**src/rtl/mdu_pkg.sv**
```systemverilog
// Shared definitions for the multiply/divide controller: op encodings, FSM states,
// divider iteration count, divide-by-zero quotient and an operand magnitude helper.
// Optional feature macro: MDU_MUL_MC_EN (adds the MUL_WAIT state).
package mdu_pkg;

    localparam logic [1:0] MDU_MULT  = 2'b00;
    localparam logic [1:0] MDU_MULTU = 2'b01;
    localparam logic [1:0] MDU_DIV   = 2'b10;
    localparam logic [1:0] MDU_DIVU  = 2'b11;

    localparam int          DIV_ITERS = 32;
    localparam logic [31:0] DIV0_LO   = 32'hFFFF_FFFF;

    typedef enum logic [1:0] {
        ST_IDLE     = 2'd0,
`ifdef MDU_MUL_MC_EN
        ST_MUL_WAIT = 2'd1,
`endif
        ST_DIV_RUN  = 2'd2,
        ST_DONE     = 2'd3
    } mdu_state_t;

    // Magnitude of a possibly-signed operand; 0x8000_0000 maps onto itself,
    // which read as unsigned is exactly 2^31.
    function automatic logic [31:0] mag32(input logic [31:0] v, input logic sgn);
        return (sgn && v[31]) ? (~v + 32'd1) : v;
    endfunction

endpackage

```
**src/rtl/div_step.sv**
```systemverilog
// Purpose : one radix-2 restoring divide iteration on {rem,quo} against the divisor.
// Latency : purely combinational.
// Backpressure: none; the caller decides when to register the result.
// Ports   : i_rem/i_quo current partial remainder and dividend/quotient shift register,
//           i_dvsr divisor magnitude; o_rem/o_quo the values after this step.
module div_step (
    input  logic [31:0] i_rem,
    input  logic [31:0] i_quo,
    input  logic [31:0] i_dvsr,
    output logic [31:0] o_rem,
    output logic [31:0] o_quo
);

    logic [32:0] w_sh;
    logic        w_ge;

    // The shifted remainder needs 33 bits: with an unsigned divisor above 2^31
    // the remainder can exceed 2^31 before the shift.
    assign w_sh  = {i_rem, i_quo[31]};
    assign w_ge  = (w_sh >= {1'b0, i_dvsr});
    // After a successful subtract the result is below the divisor, so 32 bits suffice.
    assign o_rem = w_ge ? 32'(w_sh - {1'b0, i_dvsr}) : w_sh[31:0];
    assign o_quo = {i_quo[30:0], w_ge};

endmodule

```
**src/rtl/mdu_ctrl.sv**
```systemverilog
// Purpose : E-stage MULT/MULTU/DIV/DIVU controller with a 32-step restoring divider.
// Latency : DIV result in the 34th cycle (33 stall cycles); MULT same cycle, or one
//           stall cycle then result when MDU_MUL_MC_EN is defined.
// Backpressure: stall_o holds the E-stage instruction; flush_i aborts with no result.
// Ports   : clk/rst (async active-high); op_valid_i/op_i/a_i/b_i the E-stage op and
//           operands; flush_i abort; stall_o E stall; result_valid_o/hi_o/lo_o HI/LO result.
module mdu_ctrl
    import mdu_pkg::*;
#(
    parameter int DIV_ITERS = mdu_pkg::DIV_ITERS
) (
    input  logic        clk,
    input  logic        rst,
    input  logic        op_valid_i,
    input  logic [1:0]  op_i,
    input  logic [31:0] a_i,
    input  logic [31:0] b_i,
    input  logic        flush_i,
    output logic        stall_o,
    output logic        result_valid_o,
    output logic [31:0] hi_o,
    output logic [31:0] lo_o
);

    mdu_state_t  r_state;
    logic [4:0]  r_cnt;
    logic [31:0] r_rem;
    logic [31:0] r_quo;
    logic [31:0] r_dvsr;
    logic        r_neg_q;
    logic        r_neg_r;
    logic        r_dz;
`ifdef MDU_MUL_MC_EN
    logic [63:0] r_prod;
`endif

    logic        w_is_div;
    logic        w_signed;
    logic [63:0] w_prod;
    logic [31:0] w_rem_nxt;
    logic [31:0] w_quo_nxt;
    logic [31:0] w_q_fix;
    logic [31:0] w_r_fix;

    assign w_is_div = (op_i == MDU_DIV) || (op_i == MDU_DIVU);
    assign w_signed = (op_i == MDU_MULT) || (op_i == MDU_DIV);

    // Sign-extend to 64 bits; the low 64 bits of the product are then correct
    // for both signed and unsigned operands.
    assign w_prod = {{32{w_signed & a_i[31]}}, a_i} * {{32{w_signed & b_i[31]}}, b_i};

    div_step u_div_step (
        .i_rem  (r_rem),
        .i_quo  (r_quo),
        .i_dvsr (r_dvsr),
        .o_rem  (w_rem_nxt),
        .o_quo  (w_quo_nxt)
    );

    // With a zero divisor every trial subtract succeeds, so the remainder ends
    // holding |a|; re-applying the dividend sign returns a_i unchanged for HI.
    assign w_q_fix = r_neg_q ? (~r_quo + 32'd1) : r_quo;
    assign w_r_fix = r_neg_r ? (~r_rem + 32'd1) : r_rem;

    always_comb begin
        stall_o        = 1'b0;
        result_valid_o = 1'b0;
        hi_o           = 32'd0;
        lo_o           = 32'd0;
        if (!rst && !flush_i) begin
            case (r_state)
                ST_IDLE: begin
                    if (op_valid_i) begin
                        if (w_is_div) begin
                            stall_o = 1'b1;
                        end else begin
`ifdef MDU_MUL_MC_EN
                            stall_o = 1'b1;
`else
                            result_valid_o = 1'b1;
                            hi_o           = w_prod[63:32];
                            lo_o           = w_prod[31:0];
`endif
                        end
                    end
                end
`ifdef MDU_MUL_MC_EN
                ST_MUL_WAIT: begin
                    result_valid_o = 1'b1;
                    hi_o           = r_prod[63:32];
                    lo_o           = r_prod[31:0];
                end
`endif
                ST_DIV_RUN: stall_o = 1'b1;
                ST_DONE: begin
                    result_valid_o = 1'b1;
                    hi_o           = w_r_fix;
                    lo_o           = r_dz ? DIV0_LO : w_q_fix;
                end
                default: ;
            endcase
        end
    end

    always_ff @(posedge clk or posedge rst) begin
        if (rst) begin
            r_state <= ST_IDLE;
            r_cnt   <= 5'd0;
            r_rem   <= 32'd0;
            r_quo   <= 32'd0;
            r_dvsr  <= 32'd0;
            r_neg_q <= 1'b0;
            r_neg_r <= 1'b0;
            r_dz    <= 1'b0;
`ifdef MDU_MUL_MC_EN
            r_prod  <= 64'd0;
`endif
        end else if (flush_i) begin
            r_state <= ST_IDLE;
        end else begin
            case (r_state)
                ST_IDLE: begin
                    if (op_valid_i && w_is_div) begin
                        r_rem   <= 32'd0;
                        r_quo   <= mag32(a_i, w_signed);
                        r_dvsr  <= mag32(b_i, w_signed);
                        r_neg_q <= w_signed & (a_i[31] ^ b_i[31]);
                        r_neg_r <= w_signed & a_i[31];
                        r_dz    <= (b_i == 32'd0);
                        r_cnt   <= 5'd0;
                        r_state <= ST_DIV_RUN;
                    end
`ifdef MDU_MUL_MC_EN
                    else if (op_valid_i) begin
                        r_prod  <= w_prod;
                        r_state <= ST_MUL_WAIT;
                    end
`endif
                end
`ifdef MDU_MUL_MC_EN
                ST_MUL_WAIT: r_state <= ST_IDLE;
`endif
                ST_DIV_RUN: begin
                    r_rem <= w_rem_nxt;
                    r_quo <= w_quo_nxt;
                    r_cnt <= r_cnt + 5'd1;
                    if (r_cnt == 5'(DIV_ITERS - 1)) begin
                        r_state <= ST_DONE;
                    end
                end
                // The instruction leaves E at the end of DONE, so never restart here.
                ST_DONE: r_state <= ST_IDLE;
                default: r_state <= ST_IDLE;
            endcase
        end
    end

endmodule

```
**config.mk**
```make
export PLATFORM = sky130hd
export DESIGN_NAME = mdu_ctrl
export DESIGN_NICKNAME = d
export VERILOG_FILES = /design/src/rtl/mdu_pkg.sv /design/src/rtl/div_step.sv /design/src/rtl/mdu_ctrl.sv
export SDC_FILE = /design/constraint.sdc
export NUM_CORES = 2
export LEC_CHECK = 0
export CORE_MARGIN = 5
export CORE_UTILIZATION = 60
export CTS_BUF_LIST = sky130_fd_sc_hd__clkbuf_8 sky130_fd_sc_hd__clkbuf_16
export DETAILED_ROUTE_END_ITERATION = 8
export PLACE_DENSITY = 0.75
export SLEW_MARGIN = 20
export SYNTH_ARGS = -nofsm -noshare
export SYNTH_HDL_FRONTEND = slang
export SYNTH_SLANG_ARGS = --single-unit
```
**constraint.sdc**
```tcl
create_clock -name clk -period 12.7 [get_ports clk]
set_input_delay 1.905 -clock clk [delete_from_list [all_inputs] [get_ports clk]]
set_output_delay 1.905 -clock clk [all_outputs]
set_load 0.02 [all_outputs]
```
==> results.py <==
metrics = {
    "status": {
        "status": "completed",
    },
    "timing": {
        "maxSlewViolCount": 0,
        "setup_ws_ns": 0.3058,
        "hold_viol_final": 0,
        "period_needed_ns": 12.39,
        "fin_skew_ns": 0.01462,
        "post-route-period-util_pct": 97.59,
        "slew_headroom_pct": 27.28,
        "setup_violations": 0,
        "max_freq_ghz": 0.08068,
        "worst_pin_slew_ns": 1.091,
        "rsz0062_at_grt": "yes",
    },
    "routing": {
        "dr.pass1.iters": 7,
        "drt_wl_total_um": 138100,
        "drc": 0,
        "dr.first_iter.drc_count": 2988,
        "ant_nets": 0,
        "dr.max_layer_used": "met5",
        "dr_total_vias": 37627,
        "viasPerCell": 5.760,
        "wl_met3_um": 10810,
        "post_drt_wl_per_cell_um": 21.14,
        "m1WireLength_um": 51280,
        "wl_met2_um": 68240,
    },
    "place": {
        "dpl.cell_count": 6496,
        "gp_congestion": 0.9596,
        "io_buffers": 135,
        "pre_cts_ws_ns": -0.03846,
        "placed_area_um2": 50450,
        "dpl.hpwl_um": 113100,
    },
    "final_layout": {
        "multi_input_area_um2": 39070,
        "final_core_util_pct": 64.68,
        "syn2layout_area_growth_pct": 7.367,
        "nFillCells": 6588,
        "regArea_um2": 2653,
        "fin_nets": 6912,
        "stdcell_area_um2": 50930,
        "layout-drive-gt1-share_pct": 4.427,
        "final_cells": 6532,
    },
    "clocking": {
        "clockBufferDepth": 2,
        "cts_sinks": 106,
        "cts_tree": "built",
        "h-tree-depth": 3,
        "cts_root_buf": "clkbuf_16",
        "clk_pin_slew_worst_paths_ns": 0.07,
        "clk_latency_ns": 0.37,
        "numCtsBuffers": 9,
    },
    "logic_synthesis": {
        "syn_area_um2": 47440,
        "synth_top_family_by_area": "adder cells",
        "yosysSeqAreaShare_pct": 5.592,
        "synth_seq_cells": 106,
        "synth_fa_ha_area_share_pct": 54.24,
        "synth_most_common_cell": "inv_1",
        "synthSimpleGateAreaFrac_pct": 15.62,
        "synth_flop_cell": "dfrtp_1",
        "synth_compound_area_share_pct": 7.847,
        "synth_area_leaders": "fa_1 (48%), inv_1 (9.4%), nand2_1 (7.0%)",
        "synth_cell_types": 66,
        "synth_top_area_share_pct": 47.52,
        "synth_xor_xnor_area_share_pct": 4.136,
        "synthMuxAreaShare_pct": 0.3798,
        "synth_top_area_cell": "fa_1",
        "ys_async_sr_fraction_pct": 100.0,
        "synthTopCellsByCount": "inv_1 (1,190), fa_1 (1,126), nand2_1 (888)",
        "syn_nets": 6939,
        "syn_inst": 5488,
        "syn_avg_cell_area_um2": 8.644,
        "synth_warnings": 0,
        "synth-edff-count": 0,
    },
    "hold_path": {
        "hold_class": "reg2reg",
        "holdPathStages": 2,
        "hold_start": "r_dvsr[27]",
        "hold_end": "r_dvsr[27]",
    },
    "setup_path": {
        "critPathSlowestCell": "clkdlybuf4s50_1",
        "r2r_setup_slack_ns": 8.42,
        "path_class": "in2out",
        "endpoint_kind": "output port",
        "r2r-end": "r_rem[20]",
        "ff2ff_path_depth": 10,
        "slowest_delay_ns": 0.61,
        "required_ns": 10.80,
        "crit_path_start": "a_i[26]",
        "worstPathMaxFanout": 8,
        "arrival_ns": 10.49,
        "crit_top_cell": "fa_1",
        "cp-start-kind": "primary input",
        "r2r-start": "r_rem[2]",
    },
    "grt": {
        "grt_pass1_wl_um": 221400,
        "grtUsageTotal_pct": 33.08,
        "grt_overflow": 0,
        "grt_max_degree": 76,
        "antenna_found_initial": 14,
        "grt_pass1_vias": 39975,
    },
    "die": {
        "num_rows": 103,
        "coreArea_um2": 78740,
        "dieArea_um2": 84790,
        "io_pins": 136,
        "initial_core_util_pct": 60.25,
        "fp.dieH_um": 291.2,
        "die_w_um": 291.2,
    },
    "run": {
        "cap_violations": 0,
    },
}
==> through the flow <==
step	hold slack [ns]	setup TNS (ns)
2_1_floorplan	0.4453	0
3_3_place_gp	0.4600	0
3_5_place_dp	0.4704	-0.05218
4_1_cts	0.4871	0
5_1_grt	0.5061	-0.008016
6_report	0.4826	0
==> layer usage <==
layer  vias to the layer above  GRT usage, %
met5                         -             0
met2                      1669         56.18
li1                      16286             -
met4                         4         15.03
met3                       398         4.685
met1                     19270         42.48
==> layout by cell type, fill, tap and decap left out, types with 50 or more instances in the layout <==
| master | n |
|---|---|
| o21ai_0 | 198 |
| buf_4 | 138 |
| nor2_1 | 153 |
| clkdlybuf4s50_1 | 110 |
| inv_1 | 1188 |
| xor2_1 | 90 |
| and2_1 | 351 |
| xnor2_1 | 132 |
| ha_1 | 255 |
| fa_1 | 1125 |
| a21oi_1 | 177 |
| a21o_1 | 50 |
| nand2_1 | 887 |
| dfrtp_1 | 106 |
==> flip-flops by register name, summed over array words and instances, names as in the netlist <==
signal / flops
r_dvsr: 32
r_quo: 32
r_rem: 32
r_cnt: 5
r_state: 2
r_dz: 1
r_neg_q: 1
r_neg_r: 1
==> critical path, delay by kind of cell <==
kind | cells | cell delay (ns)
AOI/OAI and AO/OA | 3 | 0.47
xor gates and xnor gates | 1 | 0.34
adders and majority gates | 9 | 4.38
buffers and inverters | 10 | 1.93
and+or+nand+nor | 6 | 1.45
==> how the worst max path moves through the flow <==
stage / endpoint / slack (ns)
global placement: hi_o[23] / 0.1
finish: hi_o[19] / 0.31
detailed placement: hi_o[29] / -0.04
global route: hi_o[19] / -0.008
floorplan: hi_o[30] / 1.05
CTS: hi_o[29] / 0.07
==> layout make-up <==
type                            instances  area share [%]
Sequential cell                       106           5.208
Inverter                             1190           8.790
Tap cell                             1050           2.579
Antenna cell                           16         0.07861
Timing Repair Buffer                  310           6.075
Clock inverter                          7          0.1204
Clock buffer                            9          0.4422
Multi-Input combinational cell       3844           76.71
==> repair_timing <==
item / 4_1_cts / 5_1_grt
gates cloned: 0 / 0
pin swaps: 0 / 0
hold buffers: 0 / 0
hold endpoints to repair: 0 / 0
gates resized for setup: 3 / 23
setup buffers: 1 / 3
endpoints found under the setup margin: 2 / 17
==> logic make-up after synthesis <==
group / Yosys count
buffers and inverters: 1538
and+or+nand+nor: 1600
muxes: 18
adders and majority gates: 1381
DFF: 106
xor gates and xnor gates: 224
AOI/OAI and AO/OA: 621
Power is not shown: default switching activity piles up to over one toggle a cycle in this logic, so the estimate is an artifact.
